File: config.mk
export PLATFORM = sky130hd
export DESIGN_NAME = mem_port_arbiter_flat
export DESIGN_NICKNAME = d
export VERILOG_FILES = /design/src/rtl/mem_port_arbiter_if.sv /design/src/rtl/mem_port_arbiter.sv /design/src/flat_wrapper.sv
export SDC_FILE = /design/constraint.sdc
export NUM_CORES = 1
export LEC_CHECK = 0
export BUFFER_PORTS_ARGS = -buffer_cell sky130_fd_sc_hd__buf_4
export CAP_MARGIN = 0
export CORE_ASPECT_RATIO = 0.75
export CORE_MARGIN = 8
export CORE_UTILIZATION = 45
export CTS_CLUSTER_SIZE = 28
export DETAILED_ROUTE_END_ITERATION = 16
export MAX_ROUTING_LAYER = met4
export PLACE_DENSITY = 0.89
export SYNTH_ARGS = -nofsm -noshare
export SYNTH_HDL_FRONTEND = slang
export SYNTH_SLANG_ARGS = --single-unit
File: constraint.sdc
create_clock -name clk -period 2.5 [get_ports clk]
set_input_delay 0.5 -clock clk [delete_from_list [all_inputs] [get_ports clk]]
set_output_delay 0.5 -clock clk [all_outputs]
set_load 0.02 [all_outputs]
File: src/rtl/mem_port_arbiter_if.sv
// Bundle of the fetch, data and memory handshake signals around mem_port_arbiter.
// The master view belongs to the arbiter; the slave view belongs to the requesters and memory.
interface mem_port_arbiter_if #(
  parameter int unsigned AW = 32,
  parameter int unsigned DW = 32
);
  logic          i_req;
  logic [AW-1:0] i_addr;
  logic          i_flush;
  logic          i_ready;
  logic [DW-1:0] i_rdata;

  logic          d_req;
  logic          d_we;
  logic [AW-1:0] d_addr;
  logic [DW-1:0] d_wdata;
  logic          d_ready;
  logic [DW-1:0] d_rdata;

  logic          mem_req;
  logic          mem_we;
  logic [AW-1:0] mem_addr;
  logic [DW-1:0] mem_wdata;
  logic          mem_ack;
  logic [DW-1:0] mem_rdata;

  modport master (
    input  i_req, i_addr, i_flush,
    input  d_req, d_we, d_addr, d_wdata,
    input  mem_ack, mem_rdata,
    output i_ready, i_rdata,
    output d_ready, d_rdata,
    output mem_req, mem_we, mem_addr, mem_wdata
  );

  modport slave (
    output i_req, i_addr, i_flush,
    output d_req, d_we, d_addr, d_wdata,
    output mem_ack, mem_rdata,
    input  i_ready, i_rdata,
    input  d_ready, d_rdata,
    input  mem_req, mem_we, mem_addr, mem_wdata
  );
endinterface

File: src/rtl/mem_port_arbiter.sv
// Round-robin arbiter sharing one single-ported memory between instruction fetch and data access,
// with fetch-flush draining and a wait-state timeout that aborts a stuck transaction.
module mem_port_arbiter #(
  parameter int unsigned AW      = 32,
  parameter int unsigned DW      = 32,
  parameter int unsigned TIMEOUT = 64
) (
  input  logic                clk,
  input  logic                reset,
  mem_port_arbiter_if.master  bus,
  output logic                err_timeout
);

  localparam int unsigned CW = 8;
  localparam logic [CW-1:0] CNT_LAST = CW'(TIMEOUT - 1);

  typedef enum logic [1:0] {
    IDLE    = 2'd0,
    I_WAIT  = 2'd1,
    D_WAIT  = 2'd2,
    I_DRAIN = 2'd3
  } state_t;

  state_t        state_q, state_d;
  logic          mem_req_q, mem_req_d;
  logic          mem_we_q, mem_we_d;
  logic [AW-1:0] mem_addr_q, mem_addr_d;
  logic [DW-1:0] mem_wdata_q, mem_wdata_d;
  logic          rr_last_d_q, rr_last_d_d;
  logic [CW-1:0] cnt_q, cnt_d;
  logic          err_q, err_d;

  logic i_cand_c, d_cand_c, grant_i_c, grant_d_c;
  logic timeout_hit_c;
  logic i_ready_c, d_ready_c;

  // Candidates and round-robin winner; a flushed fetch never competes.
  assign i_cand_c      = bus.i_req & ~bus.i_flush;
  assign d_cand_c      = bus.d_req;
  assign grant_d_c     = d_cand_c & (~i_cand_c | ~rr_last_d_q);
  assign grant_i_c     = i_cand_c & (~d_cand_c | rr_last_d_q);
  assign timeout_hit_c = (cnt_q == CNT_LAST) & ~bus.mem_ack;

  // State register and registered memory-side outputs.
  always_ff @(posedge clk or negedge reset) begin
    if (!reset) begin
      state_q     <= IDLE;
      mem_req_q   <= 1'b0;
      mem_we_q    <= 1'b0;
      mem_addr_q  <= '0;
      mem_wdata_q <= '0;
      rr_last_d_q <= 1'b0;
      cnt_q       <= '0;
      err_q       <= 1'b0;
    end else begin
      state_q     <= state_d;
      mem_req_q   <= mem_req_d;
      mem_we_q    <= mem_we_d;
      mem_addr_q  <= mem_addr_d;
      mem_wdata_q <= mem_wdata_d;
      rr_last_d_q <= rr_last_d_d;
      cnt_q       <= cnt_d;
      err_q       <= err_d;
    end
  end

  // Next-state, grant capture and completion pulses.
  always_comb begin
    state_d     = state_q;
    mem_req_d   = mem_req_q;
    mem_we_d    = mem_we_q;
    mem_addr_d  = mem_addr_q;
    mem_wdata_d = mem_wdata_q;
    rr_last_d_d = rr_last_d_q;
    cnt_d       = cnt_q;
    err_d       = err_q;
    i_ready_c   = 1'b0;
    d_ready_c   = 1'b0;

    case (state_q)
      IDLE: begin
        if (grant_d_c) begin
          state_d     = D_WAIT;
          mem_req_d   = 1'b1;
          mem_we_d    = bus.d_we;
          mem_addr_d  = bus.d_addr;
          mem_wdata_d = bus.d_wdata;
          rr_last_d_d = 1'b1;
          cnt_d       = '0;
        end else if (grant_i_c) begin
          state_d     = I_WAIT;
          mem_req_d   = 1'b1;
          mem_we_d    = 1'b0;
          mem_addr_d  = bus.i_addr;
          rr_last_d_d = 1'b0;
          cnt_d       = '0;
        end
      end

      I_WAIT: begin
        cnt_d = cnt_q + CW'(1);
        if (bus.mem_ack || timeout_hit_c) begin
          i_ready_c = ~bus.i_flush;
          mem_req_d = 1'b0;
          state_d   = IDLE;
          if (timeout_hit_c) err_d = 1'b1;
        end else if (bus.i_flush) begin
          state_d = I_DRAIN;
        end
      end

      I_DRAIN: begin
        cnt_d = cnt_q + CW'(1);
        if (bus.mem_ack || timeout_hit_c) begin
          mem_req_d = 1'b0;
          state_d   = IDLE;
          if (timeout_hit_c) err_d = 1'b1;
        end
      end

      D_WAIT: begin
        cnt_d = cnt_q + CW'(1);
        if (bus.mem_ack || timeout_hit_c) begin
          d_ready_c = 1'b1;
          mem_req_d = 1'b0;
          state_d   = IDLE;
          if (timeout_hit_c) err_d = 1'b1;
        end
      end

      default: begin
        state_d   = IDLE;
        mem_req_d = 1'b0;
      end
    endcase
  end

  // Read data is forced to zero on an aborted transaction.
  assign bus.i_ready   = i_ready_c;
  assign bus.d_ready   = d_ready_c;
  assign bus.i_rdata   = bus.mem_ack ? bus.mem_rdata : '0;
  assign bus.d_rdata   = bus.mem_ack ? bus.mem_rdata : '0;
  assign bus.mem_req   = mem_req_q;
  assign bus.mem_we    = mem_we_q;
  assign bus.mem_addr  = mem_addr_q;
  assign bus.mem_wdata = mem_wdata_q;
  assign err_timeout   = err_q;

endmodule

File: src/flat_wrapper.sv
// flat-port wrapper written by rule: the top's interface ports become plain ports
module mem_port_arbiter_flat 
#(
  parameter int unsigned AW      = 32,
  parameter int unsigned DW      = 32,
  parameter int unsigned TIMEOUT = 64
)
  (clk, reset, err_timeout, bus_i_req, bus_i_addr, bus_i_flush, bus_d_req, bus_d_we, bus_d_addr, bus_d_wdata, bus_mem_ack, bus_mem_rdata, bus_i_ready, bus_i_rdata, bus_d_ready, bus_d_rdata, bus_mem_req, bus_mem_we, bus_mem_addr, bus_mem_wdata);
  mem_port_arbiter_if #(.AW(AW), .DW(DW)) bus_i ();
  input  logic clk;
  input  logic reset;
  output logic err_timeout;
  input wire logic [$bits(bus_i.i_req)-1:0] bus_i_req;
  input wire logic [$bits(bus_i.i_addr)-1:0] bus_i_addr;
  input wire logic [$bits(bus_i.i_flush)-1:0] bus_i_flush;
  input wire logic [$bits(bus_i.d_req)-1:0] bus_d_req;
  input wire logic [$bits(bus_i.d_we)-1:0] bus_d_we;
  input wire logic [$bits(bus_i.d_addr)-1:0] bus_d_addr;
  input wire logic [$bits(bus_i.d_wdata)-1:0] bus_d_wdata;
  input wire logic [$bits(bus_i.mem_ack)-1:0] bus_mem_ack;
  input wire logic [$bits(bus_i.mem_rdata)-1:0] bus_mem_rdata;
  output wire logic [$bits(bus_i.i_ready)-1:0] bus_i_ready;
  output wire logic [$bits(bus_i.i_rdata)-1:0] bus_i_rdata;
  output wire logic [$bits(bus_i.d_ready)-1:0] bus_d_ready;
  output wire logic [$bits(bus_i.d_rdata)-1:0] bus_d_rdata;
  output wire logic [$bits(bus_i.mem_req)-1:0] bus_mem_req;
  output wire logic [$bits(bus_i.mem_we)-1:0] bus_mem_we;
  output wire logic [$bits(bus_i.mem_addr)-1:0] bus_mem_addr;
  output wire logic [$bits(bus_i.mem_wdata)-1:0] bus_mem_wdata;
  assign bus_i.i_req = bus_i_req;
  assign bus_i.i_addr = bus_i_addr;
  assign bus_i.i_flush = bus_i_flush;
  assign bus_i.d_req = bus_d_req;
  assign bus_i.d_we = bus_d_we;
  assign bus_i.d_addr = bus_d_addr;
  assign bus_i.d_wdata = bus_d_wdata;
  assign bus_i.mem_ack = bus_mem_ack;
  assign bus_i.mem_rdata = bus_mem_rdata;
  assign bus_i_ready = bus_i.i_ready;
  assign bus_i_rdata = bus_i.i_rdata;
  assign bus_d_ready = bus_i.d_ready;
  assign bus_d_rdata = bus_i.d_rdata;
  assign bus_mem_req = bus_i.mem_req;
  assign bus_mem_we = bus_i.mem_we;
  assign bus_mem_addr = bus_i.mem_addr;
  assign bus_mem_wdata = bus_i.mem_wdata;
  mem_port_arbiter #(.AW(AW), .DW(DW), .TIMEOUT(TIMEOUT)) u_core (.clk(clk), .reset(reset), .bus(bus_i), .err_timeout(err_timeout));
endmodule
==> qor.csv, run 1 <==
stage,metric,value,unit
status,status,"complete, no violations",
worst_setup_path,cpPeakStageDelay,400,ps
global_route,grt_overflow,0,
routing,first_pass_iters,4,
synthesis,syn_area,0.00382,mm2
placed_design,port_buffers,267,
clocking,cts_root_buffer,clkbuf_16,
final_layout,nFillCells,637,
clocking,cts_resized,0,
clocking,cts_sinks,78,
clocking,postCtsSetupBuffers,0,
clocking,clockBufferDepth,2,
clocking,cts_tree,built,
power_and_ir_drop,p_seq_frac,0.324,
worst_setup_path,reg2reg_slack,600,ps
global_route,grt_max_degree,41,
synthesis,synth.avg_cell_area,10.2,um2
floorplanning,core_region_area,0.00835,mm2
synthesis,yosys_register_bits,78,
synthesis,synth.lib_cells_used.distinct,36,
routing,drc,0,
floorplanning,rows,29,
floorplanning,start_util,0.457,
final_layout,syn2layout_area_growth,55.8,%
power_and_ir_drop,p_switching,2.64,mW
timing,drv_slew,0,
timing,skew,5.30,ps
global_route,use_met3,0.0657,
timing,max_slew_margin,0.233,
worst_setup_path,worst_ep_required_time,2000,ps
clocking,cts_max_level,3,
worst_setup_path,r2r-start,u_core.rr_last_d_q,
worst_setup_path,reg2reg_to,u_core.bus.mem_addr[31],
clocking,numCtsBuffers,9,
worst_setup_path,start_kind,flip-flop,
worst_setup_path,crit_chain,nand2_1 > nor3_1 > a41oi_1 > nor4b_1 > buf_4,
final_layout,layout.nets,743,
global_route,antenna_found_initial,0,
final_layout,layout_commonest_cell,buf_4,
routing,drt_iter0_drc,237,
power_and_ir_drop,p_per_area,1150,mW/mm2
placed_design,place_hpwl,10500,um
placed_design,pre_cts_ws,380,ps
worst_setup_path,path_class,reg -> out,
final_layout,seqCellArea,0.00195,mm2
global_route,track_usage,0.216,
synthesis,synth_warnings,0,
power_and_ir_drop,sw_frac_of_total,0.386,
worst_setup_path,slowest_stage,dfrtp_1,
timing,min_period,2280,ps
worst_setup_path,worstSetupEndpointType,output port,
timing,hold_viol,0,
power_and_ir_drop,cell_internal_pwr,4.20,mW
power_and_ir_drop,combinationalPowerShare,0.469,
clocking,cts_hold_buf,0,
timing,rsz0062_at_grt,false,
final_layout,final_cell_mix,"buf_4 (273), dfrtp_1 (78), a21oi_1 (64), nand2_1 (44), nor2_1 (35)",
floorplanning,die_y,95.8,um
synthesis,ys_seq_area_frac,0.511,
routing,ant_nets,0,
timing,final.setup.worst_slack,223,ps
final_layout,drive_gt1_frac,0.538,
global_route,grt_pass1_vias,3687,
synthesis,synthCells,376,
global_route,grt_pass1_wl,19100,um
power_and_ir_drop,ir_drop,0.863,mV
timing,timing.final.crit_share,0.911,
floorplanning,chipWidth,122,um
placed_design,gp_congestion,0.822,
routing,post_drt_wl_per_cell,18.2,um
floorplanning,pin_count,268,
min_path,hold_class,in -> async,
final_layout,num_antenna_cells,0,
final_layout,multi_input_area,0.00147,mm2
timing,worst_pin_slew,1150,ps
routing,viasPerCell,4.98,
power_and_ir_drop,clkPwrFrac,0.207,
power_and_ir_drop,cellLeakagePower,3.02,nW
global_route,grt_use_met1,0.248,
worst_setup_path,worstPathArrival,1780,ps
clocking,clk_latency,320,ps
routing,finalWirelength,13100,um
worst_setup_path,cp_max_fo,4,
synthesis,synth_fp_nets,512,
timing,setup_viol,0,
clocking,clk_pin_slew_worst_paths,60,ps
job,drv_cap,0,
timing,fmax,439,MHz
global_route,use_met2,0.355,
routing,vias,3585,
global_route,gr-max-usage-layer,met2,
timing,fin_tns_setup,0,ps
floorplanning,die_area,0.0117,mm2
worst_setup_path,reg2reg_depth,4,
[per-stage QoR]
stage                     instances  area (um2)  hold WS (ps)  power, mW   util
after global routing            720        5950           178       7.22  0.713
after floorplan                 376        3820           204       4.07      -
after global placement          704        5610           460       5.34  0.673
after CTS                       720        5950           155       6.91  0.713
final                           720        5950           148       6.83  0.713
after detailed placement        704        5610           465       5.47  0.673
[cell usage after synthesis, drive strengths merged]
cell type	number	area, um2
nor2b	1	8.76
ha	1	12.5
nor4b	1	8.76
and2	34	213
clkbuf	7	30.0
inv	1	3.75
dfrtp	78	1950
o22a	1	8.76
a21oi	64	320
o31ai	3	22.5
nand2	44	165
nor3	2	10.0
nand3	2	22.5
a22o	1	8.76
o211ai	1	7.51
mux2	32	360
nor3b	2	15.0
or2	2	12.5
a21bo	1	10.0
a41oi	1	8.76
o21a	1	7.51
mux2i	2	20.0
nand3b	1	20.0
buf	46	358
xor2	1	8.76
nor2	36	143
a21o	1	7.51
o21ai	6	33.8
nand4	3	18.8
[worst max-delay path by stage]
stage               cells past startpoint                       to             from  slack [ps]
floorplan                               4              bus_i_ready  u_core.cnt_q[4]         390
finish                                  5              bus_i_ready  u_core.cnt_q[4]         220
detailed placement                      5  u_core.bus.mem_addr[27]      bus_i_flush         380
global placement                        5   u_core.bus.mem_addr[7]      bus_i_flush         420
CTS                                     5              bus_d_ready  u_core.cnt_q[4]         200
global route                            5              bus_i_ready  u_core.cnt_q[4]          60
[flip-flops by register name (all words and copies together) (netlist names)]
name and flops:
u_core.cnt_q 8, u_core.err_timeout 1, u_core.bus.mem_req 1, u_core.bus.mem_wdata 32, u_core.rr_last_d_q 1, u_core.state_q 2
u_core.bus.mem_addr 32, u_core.bus.mem_we 1
[layout make-up]
class	instances	share of cell area
Sequential cell	78	0.328
Multi-Input combinational cell	244	0.248
Timing Repair Buffer	273	0.345
Clock inverter	6	0.0158
Inverter	1	0.000631
Tap cell	108	0.0227
Clock buffer	10	0.0402
[worst max-delay path: cells and delay by family (launching register included)]
kind	cells	cell delay, ps
compound gates	1	240
buf+inv	1	200
simple gates	3	620
flops	1	400
[per-layer routing]
layer / wire length (um) / part of all wire
met5: 0 / 0
met4: 295 / 0.022
met3: 1100 / 0.084
met2: 6560 / 0.50
met1: 5160 / 0.39
[cell families after synthesis]
group / share of synthesized area
flip-flops: 0.511
AO/OA/AOI/OAI: 0.114
XOR/XNOR: 0.00229
AND/OR/NAND/NOR: 0.167
adder cells (fa/ha/maj): 0.00328
buffers and inverters: 0.103
multiplexers: 0.0996
[power by group through the flow]
stage               combinational [mW]  sequential [mW]  clock, mW
floorplan                         1.22             2.85          0
global placement                  3.16             2.18          0
detailed placement                3.24             2.23          0
CTS                               3.25             2.21       1.45
global route                      3.43             2.29       1.50
finish                            3.20             2.22       1.41
Note: power is estimated with default switching activity, not from simulation.
==> run 2, diff against run 1 <==
--- a/config.mk
+++ b/config.mk
@@ -9,11 +9,11 @@
 export CAP_MARGIN = 0
 export CORE_ASPECT_RATIO = 0.75
 export CORE_MARGIN = 8
-export CORE_UTILIZATION = 45
+export CORE_UTILIZATION = 40
 export CTS_CLUSTER_SIZE = 28
 export DETAILED_ROUTE_END_ITERATION = 16
 export MAX_ROUTING_LAYER = met4
-export PLACE_DENSITY = 0.89
+export PLACE_DENSITY = 0.8
 export SYNTH_ARGS = -nofsm -noshare
 export SYNTH_HDL_FRONTEND = slang
 export SYNTH_SLANG_ARGS = --single-unit
==> qor.csv, run 2 (same netlist as run 1, synthesis figures left out) <==
stage,metric,value,unit,change
clocking,clockBufferDepth,2,,unchanged
worst_setup_path,cp_max_fo,5,,was 4
clocking,cts_sinks,78,,unchanged
worst_setup_path,cpLargestDelayFamily,simple AND/OR/NAND/NOR gates,,unchanged
worst_setup_path,worstPathArrival,1820,ps,was 1780 ps
worst_setup_path,worstSetupEndpointType,output port,,unchanged
clocking,numCtsBuffers,9,,unchanged
global_route,antenna_found_initial,0,,unchanged
timing,drv_slew,0,,unchanged
clocking,postCtsSetupBuffers,0,,unchanged
placed_design,gp_congestion,0.888,,was 0.822
power_and_ir_drop,sw_frac_of_total,0.400,,was 0.386
global_route,grt_max_degree,79,,was 41
clocking,clk_latency,320,ps,about the same
final_layout,syn2layout_area_growth,55.9,%,was 55.8%
global_route,grt_pass1_wl,20000,um,was 19100 um
timing,max_slew_margin,0.208,,was 0.233
worst_setup_path,worst_ep_required_time,2000,ps,about the same
worst_setup_path,crit_chain,nand2_1 > nor3_1 > a41oi_2 > nor4b_1 > buf_4,,was nand2_1 > nor3_1 > a41oi_1 > nor4b_1 > buf_4
power_and_ir_drop,cell_internal_pwr,4.00,mW,was 4.20 mW
timing,timing.final.crit_share,0.929,,was 0.911
floorplanning,die_y,101,um,was 95.8 um
floorplanning,chipWidth,129,um,was 122 um
power_and_ir_drop,p_per_area,1120,mW/mm2,was 1150 mW/mm2
routing,vias,3547,,was 3585
timing,setup_viol,0,,unchanged
routing,first_pass_iters,4,,unchanged
power_and_ir_drop,combinationalPowerShare,0.484,,was 0.469
clocking,cts_resized,0,,unchanged
floorplanning,rows,31,,was 29
clocking,cts_root_buffer,clkbuf_16,,unchanged
final_layout,layout_commonest_cell,buf_4,,unchanged
worst_setup_path,cpPeakStageDelay,410,ps,was 400 ps
worst_setup_path,slowest_stage,dfrtp_1,,unchanged
final_layout,num_antenna_cells,0,,unchanged
routing,ant_nets,0,,unchanged
routing,drc,0,,unchanged
power_and_ir_drop,p_switching,2.66,mW,was 2.64 mW
clocking,cts_max_level,3,,unchanged
timing,hold_ws,331,ps,was 148 ps
final_layout,drive_gt1_frac,0.539,,was 0.538
power_and_ir_drop,p_seq_frac,0.331,,was 0.324
global_route,grt_overflow,0,,unchanged
clocking,cts_tree,built,,unchanged
floorplanning,die_area,0.0130,mm2,was 0.0117 mm2
floorplanning,pin_count,268,,unchanged
floorplanning,start_util,0.403,,was 0.457
power_and_ir_drop,cellLeakagePower,3.00,nW,was 3.02 nW
routing,post_drt_wl_per_cell,17.6,um,was 18.2 um
timing,skew,11.1,ps,was 5.30 ps
routing,viasPerCell,4.77,,was 4.98
worst_setup_path,path_class,reg -> out,,unchanged
timing,rsz0062_at_grt,false,,unchanged
timing,worst_pin_slew,1190,ps,was 1150 ps
clocking,clk_pin_slew_worst_paths,70,ps,was 60 ps
timing,fin_tns_setup,0,ps,unchanged
routing,drt_iter0_drc,158,,was 237
timing,hold_viol,0,,unchanged
power_and_ir_drop,ir_drop,0.516,mV,was 0.863 mV
worst_setup_path,critPathBufInv,1,,unchanged
clocking,cts_hold_buf,0,,unchanged
placed_design,port_buffers,267,,unchanged
job,drv_cap,0,,unchanged
timing,final.setup.worst_slack,177,ps,was 223 ps
placed_design,pre_cts_ws,287,ps,was 380 ps
timing,min_period,2320,ps,was 2280 ps
final_layout,final_cell_mix,"buf_4 (272), dfrtp_1 (78), a21oi_1 (64), nand2_1 (44), nor2_1 (35)",,"was buf_4 (273), dfrtp_1 (78), a21oi_1 (64), nand2_1 (44), nor2_1 (35)"
floorplanning,core_region_area,0.00946,mm2,was 0.00835 mm2
placed_design,place_hpwl,10600,um,was 10500 um
final_layout,final_util,0.629,,was 0.713
final_layout,layout.nets,743,,unchanged
power_and_ir_drop,clkPwrFrac,0.185,,was 0.207
status,status,"complete, no violations",,unchanged
min_path,hold_class,in -> async,,unchanged
worst_setup_path,start_kind,flip-flop,,unchanged
global_route,track_usage,0.200,,was 0.216
timing,fmax,430,MHz,was 439 MHz
routing,finalWirelength,13100,um,about the same
global_route,grt_pass1_vias,3924,,was 3687
[run 2: layout make-up]
| cell class | count | area [um2] |
|---|---|---|
| Fill cell | 822 | 3510 |
| Timing Repair Buffer | 273 | 2060 |
| Sequential cell | 78 | 1950 |
| Multi-Input combinational cell | 244 | 1480 |
| Clock buffer | 9 | 225 |
| Tap cell | 132 | 165 |
| Clock inverter | 7 | 62.6 |
| Inverter | 1 | 3.75 |
[run 2: worst reg2reg max path, delay by kind of cell, from the launching register on]
family | cells | cell delay, ps
simple gates | 2 | 1020
flops | 1 | 400
compound gates | 2 | 440
[run 2: routing by layer]
| metal | routed length, um | global-route usage | vias to the layer above | share of wire |
|---|---|---|---|---|
| li1 | - | - | 1694 | - |
| met1 | 4730 | 0.201 | 1675 | 0.36 |
| met2 | 7000 | 0.362 | 162 | 0.53 |
| met3 | 1080 | 0.0655 | 16 | 0.083 |
| met4 | 270 | 0.0594 | 0 | 0.021 |
| met5 | 0 | - | - | 0 |
[run 2: path summary, 6_finish.rpt]
path,startpoint,end,slack (ps),depth (start not counted)
min in group clk,bus_d_wdata[22],u_core.bus.mem_wdata[22],410,2
max reg2reg,u_core.rr_last_d_q,u_core.bus.mem_addr[1],560,4
min reg2reg,u_core.err_timeout,u_core.err_timeout,480,1
max in group asynchronous,reset,u_core.bus.mem_req,1510,1
min,reset,u_core.bus.mem_wdata[15],330,1
max,u_core.cnt_q[4],bus_i_ready,180,5
[run 2: power groups by stage]
stage | Sequential, mW | Clock, mW | Combinational [mW]
floorplan | 2.85 | 0 | 1.22
global placement | 2.18 | 0 | 3.19
detailed placement | 2.22 | 0 | 3.26
CTS | 2.20 | 1.27 | 3.27
global route | 2.29 | 1.34 | 3.46
finish | 2.20 | 1.24 | 3.22
[run 2: metrics by stage]
stage	instances	total power, mW	area [um2]
floorplan	376	4.07	3820
global placement	728	5.37	5660
detailed placement	728	5.48	5660
CTS	744	6.75	5940
global route	744	7.09	5950
finish	744	6.66	5950
==> run 3, diff against run 2 <==
--- a/config.mk
+++ b/config.mk
@@ -10,6 +10,7 @@
 export CORE_ASPECT_RATIO = 0.75
 export CORE_MARGIN = 8
 export CORE_UTILIZATION = 40
+export CTS_BUF_LIST = sky130_fd_sc_hd__clkbuf_4 sky130_fd_sc_hd__clkbuf_8
 export CTS_CLUSTER_SIZE = 28
 export DETAILED_ROUTE_END_ITERATION = 16
 export MAX_ROUTING_LAYER = met4
==> qor.csv, run 3 (same netlist as run 1, synthesis figures left out) <==
stage,metric,value,unit,change
routing,drt_iter0_drc,157,,was 158
clocking,clk_latency,340,ps,was 320 ps
routing,first_pass_iters,4,,unchanged
timing,rsz0062_at_grt,false,,unchanged
clocking,clk_pin_slew_worst_paths,90,ps,was 70 ps
clocking,cts_root_buffer,clkbuf_8,,was clkbuf_16
worst_setup_path,cp_max_fo,5,,unchanged
floorplanning,chipWidth,129,um,unchanged
global_route,gr-max-usage-layer,met2,,unchanged
timing,fmax,427,MHz,was 430 MHz
final_layout,layout.nets,743,,unchanged
clocking,cts_tree,built,,unchanged
routing,vias,3545,,was 3547
final_layout,drive_gt1_frac,0.539,,unchanged
global_route,grt_overflow,0,,unchanged
worst_setup_path,reg2reg_slack,530,ps,was 560 ps
final_layout,syn2layout_area_growth,53.3,%,was 55.9%
global_route,use_met2,0.362,,unchanged
worst_setup_path,worstSetupEndpoint,bus_i_ready,,unchanged
global_route,use_met3,0.0671,,was 0.0655
clocking,cts_hold_buf,0,,unchanged
routing,ant_nets,0,,unchanged
placed_design,gp_congestion,0.888,,unchanged
power_and_ir_drop,ir_drop,0.629,mV,was 0.516 mV
floorplanning,core_region_area,0.00946,mm2,unchanged
placed_design,place_inst,728,,unchanged
routing,post_drt_wl_per_cell,17.6,um,about the same
routing,drc,0,,unchanged
final_layout,fin_area,0.00585,mm2,was 0.00595 mm2
power_and_ir_drop,combinationalPowerShare,0.511,,was 0.484
clocking,numCtsBuffers,9,,unchanged
placed_design,port_buffers,267,,unchanged
power_and_ir_drop,sw_frac_of_total,0.416,,was 0.400
timing,max_slew_margin,0.186,,was 0.208
clocking,cts_sinks,78,,unchanged
global_route,grt_max_degree,79,,unchanged
timing,drv_slew,0,,unchanged
placed_design,placed_area,0.00566,mm2,unchanged
timing,min_period,2340,ps,was 2320 ps
clocking,cts_resized,0,,unchanged
clocking,clockBufferDepth,2,,unchanged
worst_setup_path,worst_ep_required_time,2000,ps,about the same
worst_setup_path,worstSetupEndpointType,output port,,unchanged
timing,setup_viol,0,,unchanged
power_and_ir_drop,cell_internal_pwr,3.68,mW,was 4.00 mW
timing,skew,13.5,ps,was 11.1 ps
routing,viasPerCell,4.76,,was 4.77
worst_setup_path,path_class,reg -> out,,unchanged
global_route,grt_use_met1,0.199,,was 0.201
clocking,postCtsSetupBuffers,0,,unchanged
status,status,"complete, no violations",,unchanged
global_route,grt_pass1_wl,19900,um,was 20000 um
final_layout,num_antenna_cells,0,,unchanged
min_path,hold_class,in -> async,,unchanged
global_route,antenna_found_initial,0,,unchanged
floorplanning,start_util,0.403,,unchanged
worst_setup_path,r2r-start,u_core.rr_last_d_q,,unchanged
timing,worst_pin_slew,1220,ps,was 1190 ps
floorplanning,die_y,101,um,unchanged
worst_setup_path,start_kind,flip-flop,,unchanged
timing,timing.final.crit_share,0.936,,was 0.929
worst_setup_path,crit_start,u_core.cnt_q[4],,unchanged
global_route,track_usage,0.199,,was 0.200
floorplanning,rows,31,,unchanged
power_and_ir_drop,p_switching,2.63,mW,was 2.66 mW
power_and_ir_drop,clkPwrFrac,0.141,,was 0.185
power_and_ir_drop,cellLeakagePower,2.96,nW,was 3.00 nW
floorplanning,pin_count,268,,unchanged
final_layout,layout_commonest_cell,buf_4,,unchanged
worst_setup_path,reg2reg_to,u_core.bus.mem_addr[1],,unchanged
routing,finalWirelength,13100,um,about the same
final_layout,final_cell_mix,"buf_4 (272), dfrtp_1 (78), a21oi_1 (64), nand2_1 (44), nor2_1 (35)",,unchanged
worst_setup_path,reg2reg_depth,4,,unchanged
timing,hold_ws,284,ps,was 331 ps
power_and_ir_drop,p_per_area,1080,mW/mm2,was 1120 mW/mm2
timing,fin_tns_setup,0,ps,unchanged
job,drv_cap,0,,unchanged
clocking,cts_max_level,3,,unchanged
floorplanning,die_area,0.0130,mm2,unchanged
global_route,grt_pass1_vias,3902,,was 3924
worst_setup_path,worstPathArrival,1840,ps,was 1820 ps
placed_design,place_hpwl,10600,um,unchanged
final_layout,final_cells,744,,unchanged
timing,hold_viol,0,,unchanged
power_and_ir_drop,p_seq_frac,0.349,,was 0.331
-- run 3: critical path, cell delays in order, from the launching register on --
cell and delay, ps:
dfrtp_1 410, nand2_1 100, nor3_1 230, a41oi_2 240, nor4b_1 310, buf_4 200
-- run 3: worst min path at each step --
stage / start / cells after the start / endpoint
final: reset / 1 / u_core.bus.mem_wdata[15]
after detailed placement: u_core.err_timeout / 1 / u_core.err_timeout
after floorplan: reset / 0 / u_core.bus.mem_addr[0]
after CTS: reset / 1 / u_core.bus.mem_wdata[23]
after global placement: u_core.cnt_q[7] / 1 / u_core.cnt_q[7]
after global routing: bus_d_wdata[22] / 2 / u_core.bus.mem_wdata[22]
-- run 3: power by group through the flow --
| stage | Clock [mW] | Combinational [mW] | Sequential, mW |
|---|---|---|---|
| 6_report | 0.888 | 3.22 | 2.20 |
| 5_1_grt | 0.983 | 3.46 | 2.29 |
| 4_1_cts | 0.925 | 3.27 | 2.20 |
| 3_5_place_dp | 0 | 3.26 | 2.22 |
| 3_3_place_gp | 0 | 3.19 | 2.18 |
| 2_1_floorplan | 0 | 1.22 | 2.85 |
-- run 3: through the flow --
| stage | power, mW | util | worst slack (ps) |
|---|---|---|---|
| 6_report | 6.31 | 0.618 | 159 |
| 5_1_grt | 6.73 | 0.618 | 35.2 |
| 4_1_cts | 6.39 | 0.617 | 74.9 |
| 3_5_place_dp | 5.48 | 0.598 | 287 |
| 3_3_place_gp | 5.37 | 0.598 | 389 |
| 2_1_floorplan | 4.07 | - | 389 |
-- run 3: final cells by class --
| type | count | area, um2 |
|---|---|---|
| sequential | 78 | 1950 |
| tap | 132 | 165 |
| fill | 836 | 3610 |
| inverter | 1 | 3.75 |
| timing repair buffer | 273 | 2060 |
| multi-input combinational | 244 | 1480 |
| clock inverter | 7 | 62.6 |
| clock buffer | 9 | 124 |
-- run 3: per-layer routing --
| metal | part of all wire | routed length [um] |
|---|---|---|
| met3 | 0.086 | 1120 |
| met1 | 0.36 | 4690 |
| met5 | 0 | 0 |
| met4 | 0.021 | 272 |
| met2 | 0.53 | 6990 |
